==> config.mk <==
export PLATFORM = sky130hd
export DESIGN_NAME = btn_step_reader
export DESIGN_NICKNAME = d
export VERILOG_FILES = /design/src/rtl/btn_step_reader.sv
export SDC_FILE = /design/constraint.sdc
export NUM_CORES = 1
export LEC_CHECK = 0
export CORE_ASPECT_RATIO = 0.8
export CORE_MARGIN = 2
export CORE_UTILIZATION = 30
export CTS_CLUSTER_SIZE = 40
export DETAILED_ROUTE_END_ITERATION = 6
export DONT_BUFFER_PORTS = 1
export GPL_TIMING_DRIVEN = 0
export HOLD_SLACK_MARGIN = 0.08
export PLACE_DENSITY = 0.42
export SYNTH_ARGS = -nofsm -noshare
export SYNTH_HDL_FRONTEND = slang
export SYNTH_SLANG_ARGS = --single-unit
export TNS_END_PERCENT = 20
==> constraint.sdc <==
create_clock -name sysCLK -period 2.45 [get_ports sysCLK]
set_input_delay 0.6125 -clock sysCLK [delete_from_list [all_inputs] [get_ports sysCLK]]
set_output_delay 0.6125 -clock sysCLK [all_outputs]
set_load 0.005 [all_outputs]
==> src/rtl/btn_step_reader.sv <==
// Purpose: two raw pushbuttons -> 2-flop sync -> debounce -> press edge -> 3-bit up/down step count.
// Latency: raw edge to btn_lvl is DEBOUNCE_CYCLES+1 edges, to count/step one edge later; all outputs registered.
// Build option: define BTN_SATURATE_EN to clamp count at 0 and 7 instead of wrapping modulo 8.
module btn_step_reader #(
  parameter int DEBOUNCE_CYCLES = 1_000_000
) (
  input  logic       sysCLK,
  input  logic       reset,
  input  logic       btnU,
  input  logic       btnD,
  input  logic       en,
  output logic [2:0] count,
  output logic       step,
  output logic       dir,
  output logic [1:0] btn_lvl
);

  localparam int               CNT_W    = $clog2(DEBOUNCE_CYCLES + 1);
  localparam logic [CNT_W-1:0] CNT_LAST = CNT_W'(DEBOUNCE_CYCLES - 1);

  // Index 0 is the up button, index 1 the down button throughout.
  logic [1:0] s1;
  logic [1:0] s2;
  logic [1:0] lvl;
  logic [1:0] lvl_q;
  logic [1:0] press;

  logic       up_ev;
  logic       dn_ev;
  logic       up_room;
  logic       dn_room;
  logic [2:0] count_n;
  logic       dir_n;
  logic       step_n;

  // Two-flop synchroniser for both raw buttons.
  always_ff @(posedge sysCLK or negedge reset) begin
    if (!reset) begin
      s1 <= 2'b00;
      s2 <= 2'b00;
    end else begin
      s1 <= {btnD, btnU};
      s2 <= s1;
    end
  end

  for (genvar i = 0; i < 2; i++) begin : g_db
    logic             lvl_r;
    logic [CNT_W-1:0] cnt_r;

    // Level flips only after the synchronised input has disagreed with it for DEBOUNCE_CYCLES edges in a row.
    always_ff @(posedge sysCLK or negedge reset) begin
      if (!reset) begin
        lvl_r <= 1'b0;
        cnt_r <= '0;
      end else if (s2[i] == lvl_r) begin
        cnt_r <= '0;
      end else if (cnt_r == CNT_LAST) begin
        lvl_r <= s2[i];
        cnt_r <= '0;
      end else begin
        cnt_r <= cnt_r + CNT_W'(1);
      end
    end

    assign lvl[i] = lvl_r;
  end

  // A press is a 0->1 transition of the debounced level; releases are ignored.
  assign press = lvl & ~lvl_q;
  assign up_ev = press[0] & ~press[1];
  assign dn_ev = press[1] & ~press[0];

  // Decide the next count/dir/step; simultaneous presses cancel, en=0 drops the event outright.
  always_comb begin
    count_n = count;
    dir_n   = dir;
    step_n  = 1'b0;
`ifdef BTN_SATURATE_EN
    up_room = (count != 3'd7);
    dn_room = (count != 3'd0);
`else
    up_room = 1'b1;
    dn_room = 1'b1;
`endif
    if (en) begin
      if (up_ev && up_room) begin
        count_n = count + 3'd1;
        dir_n   = 1'b1;
        step_n  = 1'b1;
      end else if (dn_ev && dn_room) begin
        count_n = count - 3'd1;
        dir_n   = 1'b0;
        step_n  = 1'b1;
      end
    end
  end

  // Registered outputs plus the delayed level copy used for edge detection.
  always_ff @(posedge sysCLK or negedge reset) begin
    if (!reset) begin
      lvl_q <= 2'b00;
      count <= 3'd0;
      dir   <= 1'b0;
      step  <= 1'b0;
    end else begin
      lvl_q <= lvl;
      count <= count_n;
      dir   <= dir_n;
      step  <= step_n;
    end
  end

  assign btn_lvl = lvl;

endmodule

# Word level (Yosys, flattened, before mapping)
# Index checks and enable logic that the tools add are counted.
dict set report classes {
  addsub 4
  mul 0
  n_div 0
  n_lt_le_gt_ge 0
  n_eq_ne 4
  shift 0
  muxes 11
  bitwise 8
  reduce_logical 4
}
# operator n
set ops {}
lappend ops {{$mux 20} 4}
lappend ops {{$add 20x1->20 const B} 2}
lappend ops {{$eq 20x20->1 const B} 2}
lappend ops {{$mux 3} 2}
lappend ops {{$reduce_and 2->1} 3}
lappend ops {{$mux 1} 5}
lappend ops {{$not 1->1} 4}
lappend ops {{$add 3x1->3 const B} 1}
lappend ops {{$sub 3x1->3 const B} 1}
lappend ops {{$and 1x1->1} 2}
lappend ops {{$and 2x2->2} 1}
lappend ops {{$eq 1x1->1} 2}
lappend ops {{$not 2->2} 1}
lappend ops {{$reduce_bool 2->1} 1}
dict set report totals {
  reg_bits 53
  latchBits 0
  ram_bits 0
  rom_bits 0
  inputBits 5
  output_inout_bits 7
  wordCells 41
  memories 0
}

# Depth between registers and ports, before layout
dict set report logic_depth {
  depth_word 7
  depth_mapped 7
  depth_no_buf 7
}

# Worst setup path before layout
# No wires, ideal clock.
dict set report synth_path {
  kind {register -> register}
  start {register g_db[0].cnt_r[0]}
  end {register g_db[0].cnt_r[18]}
  setup_ns 0.078
  t_arrival_ns 1.909
  required_ns 2.372
  path_slack_ns 0.463
  stages_incl_launch_ff 7
  path_buffers 1
  synth_period_minus_slack_ns 1.987
  cell_sequence {dfrtp_1 > ha_1 > nand2_1 > or4_1 > clkbuf_1 > or4_1 > a21oi_1}
}
dict set report synth_via {
  elab_chain_len 3
  word_cells_on_any_way 4
  cone_classes {1 x add/sub; 1 x eq/ne; 2 x mux}
}
# item line
set synth_lines {}
lappend synth_lines {{start, declared} 49} ;# logic [CNT_W-1:0] cnt_r;
lappend synth_lines {{start signal, assigned} 62} ;# cnt_r <= cnt_r + CNT_W'(1);
lappend synth_lines {{$add 20x1->20 or $eq 20x20->1 (tied branches)} {62, 58}}
lappend synth_lines {{$mux 20 (*)} 58} ;# end else if (cnt_r == CNT_LAST) begin
lappend synth_lines {{$mux 20 (*)} 56} ;# end else if (s2[i] == lvl_r) begin
# Mark *: on every way between the ends. The rest lies on a longest branch, timed or not.
# A chain may end at the register's enable or synchronous reset.

# Worst setup path in the final report
# Ends and elaborated chain as after synthesis.

==> impl_metrics.toml <==
[global_routing]
grt_max_degree = 54
overflow = 0
grt_pass1_vias = 1646
grt_util_all_layers = 0.121
antenna_found_initial = 0
grt_pass1_wl_um = 8670

[die]
dieArea_sq_um = 9070
start_util = 0.311
die_w_um = 106
rows = 29
die_h_um = 85.6
io-pin-count = 12
fp.coreArea_sq_um = 8020

[synthesis]
ys_seq_elements = 53
async_flop_share = 1.00
synth_sequential_area_ratio = 0.531
syn-mean-instance-area_sq_um = 10.3
syn_inst = 242
synth_nets = 251
synth_edf_count = 0
syn_area_sq_um = 2500
synth_ff_type = "dfrtp_1"
netlist-cell-type-count = 33
yosys_warnings = 0

[cts]
cts_tree = "built"
cts_setup_buffers = 0
cts-root-buf = "clkbuf_8"
clock_latency_ns = 0.31
ctsResizeCount = 0
cts_buffer_depth = 2
numClockSinks = 53
htreeDepth = 2
numCtsBuffers = 5
path_clk_slew_ns = 0.10
ctsHoldBuffers = 1

[routing]
num_vias = 1745
drc = 0
wirelength_um = 4930
routed_via_density = 4.86
routedWlPerCell_um = 13.7
drt_iter0_drc = 91
dr.pass1.iters = 4
antenna_left = 0

[sta]
rsz0062_at_grt = "no"
setup_viol = 0
final.setup.tns_ns = 0
drv_slew = 0
slew_headroom = 0.651
max_freq_mhz = 450
skew_ns = 0.00502
fin_crit_ns = 2.22
hold_viol_final = 0
worstMarginPinSlew_ns = 0.523
fin_crit_sh = 0.908

[setup_path]
start_kind = "flip-flop"
cp.required_ns = 2.68
arrival_ns = 2.46
crit_path_end_kind = "flip-flop"
cp_max_fo = 7
path_class = "reg2reg"

[job]
cap_viol_max_count = 0

[place]
gp_congestion = 0.693
dp_hpwl_um = 3310
io_buffer_count = 0
dp_cells = 350

[final_layout]
area_growth_pct = 10.2
layout-drive-gt1-share = 0.0876
instances_no_fill = 359
n_antenna_cell = 0
final_nets = 259
fillers = 824

[power]
peakVddDrop_uv = 248
power.density_nw_per_um2 = 534
p_leak_uw = 0.00107

[min_path]
hold_class = "in2async"

[run_status]
status = "finished, final reports clean"
==> synth_stat cells, types with 2 or more instances <==
library cell / n / share of area
nand3_1: 18 / 0.036
or4_1: 9 / 0.027
and3_1: 3 / 0.0075
nor2b_1: 2 / 0.0050
dfrtp_1: 53 / 0.53
o31ai_1: 7 / 0.021
mux2_2: 4 / 0.018
nand4_1: 6 / 0.015
nor3_1: 5 / 0.010
buf_4: 2 / 0.0060
inv_1: 8 / 0.012
nor4_1: 7 / 0.018
nor2_1: 30 / 0.045
xor2_1: 14 / 0.049
xnor2_1: 14 / 0.049
ha_1: 3 / 0.015
nand2_1: 13 / 0.020
clkbuf_1: 5 / 0.0075
buf_2: 2 / 0.0040
or3_1: 6 / 0.015
o21ai_0: 8 / 0.016
a21oi_1: 12 / 0.024
==> flip-flops by register name (all words and copies together), names as in the netlist <==
register    cells
g_db.cnt_r     40
count           3
g_db.lvl_r      2
lvl_q           2
s1              2
s2              2
dir             1
step            1
==> placed cells by master, fill, tap and decap left out, types with 8 or more instances in the layout <==
cell,synthesis,final
nand2_1,13,13
or4_1,9,9
nand3_1,18,18
xnor2_1,14,14
xor2_1,14,14
o21ai_0,8,8
inv_1,8,8
dfrtp_1,53,53
nor2_1,30,30
a21oi_1,12,12
==> cell families (layout without fill, tap and decap cells) <==
| kind of cell | count (synthesis) | after routing | share of synthesized area |
|---|---|---|---|
| XOR/XNOR | 28 | 28 | 0.0982 |
| AO/OA/AOI/OAI | 28 | 28 | 0.0647 |
| buffers and inverters | 17 | 26 | 0.0296 |
| adder cells (fa/ha/maj) | 4 | 4 | 0.0231 |
| flip-flops | 53 | 53 | 0.531 |
| AND/OR/NAND/NOR | 108 | 108 | 0.235 |
| multiplexers | 4 | 4 | 0.0180 |
==> final cells by class <==
cell class | count | area [sq um] | area share
clock buffers | 5 | 68.8 | 0.0250
inverters | 8 | 30.0 | 0.0109
flip-flops and latches | 53 | 1330 | 0.482
well taps | 108 | 135 | 0.0491
multi-input cells | 172 | 1100 | 0.399
plain buffers | 9 | 43.8 | 0.0159
repair buffers | 1 | 27.5 | 0.0100
clock inverters | 3 | 22.5 | 0.00819
==> metal layers <==
| layer | track usage | wire, um | vias up |
|---|---|---|---|
| met5 | 0 | 0 | - |
| met4 | 0.0359 | 31 | 0 |
| met3 | 0.0357 | 192 | 2 |
| met2 | 0.161 | 1960 | 25 |
| met1 | 0.187 | 2740 | 854 |
| li1 | - | - | 864 |
==> worst max-delay path: stages (launching register included) <==
cell and delay, ns:
dfrtp_1 0.42, ha_1 0.25, nand2_1 0.11, or4_1 0.51, clkbuf_1 0.20, or4_1 0.49
a21oi_1 0.16
==> power by group <==
| group | total (uW) | switching, uW | internal [uW] |
|---|---|---|---|
| registers | 900 | 13.9 | 886 |
| clock network | 513 | 312 | 201 |
| logic | 54.1 | 37.4 | 16.7 |
| total | 1470 | 363 | 1100 |
==> through the flow <==
stage	area, sq um	hold slack [ns]	utilization	power, uW	worst slack [ns]
5_1_grt	2750	0.157	0.343	1550	0.0876
2_1_floorplan	2500	0.317	-	940	0.463
3_5_place_dp	2630	0.319	0.328	951	0.249
3_3_place_gp	2630	0.318	0.328	951	0.247
6_report	2750	0.146	0.343	1470	0.226
4_1_cts	2750	0.150	0.343	1500	0.217
==> path summary, 6_finish.rpt <==
path,startpoint,end,slack [ns],cells past startpoint
worst max-delay path,g_db[0].cnt_r[0]$_DFF_PN0_,g_db[0].cnt_r[18]$_DFF_PN0_,0.23,6
min in group sysCLK,btnD,s1[1]$_DFF_PN0_,0.32,0
worst max register to register,g_db[0].cnt_r[0]$_DFF_PN0_,g_db[0].cnt_r[18]$_DFF_PN0_,0.23,6
worst min-delay path,reset,count[0]$_DFFE_PN0P_,0.15,1
worst min register to register,s1[0]$_DFF_PN0_,s2[0]$_DFF_PN0_,0.36,0
max in group asynchronous,reset,g_db[0].cnt_r[17]$_DFF_PN0_,2.06,1
No activity file was read; power rests on OpenSTA's default activity.
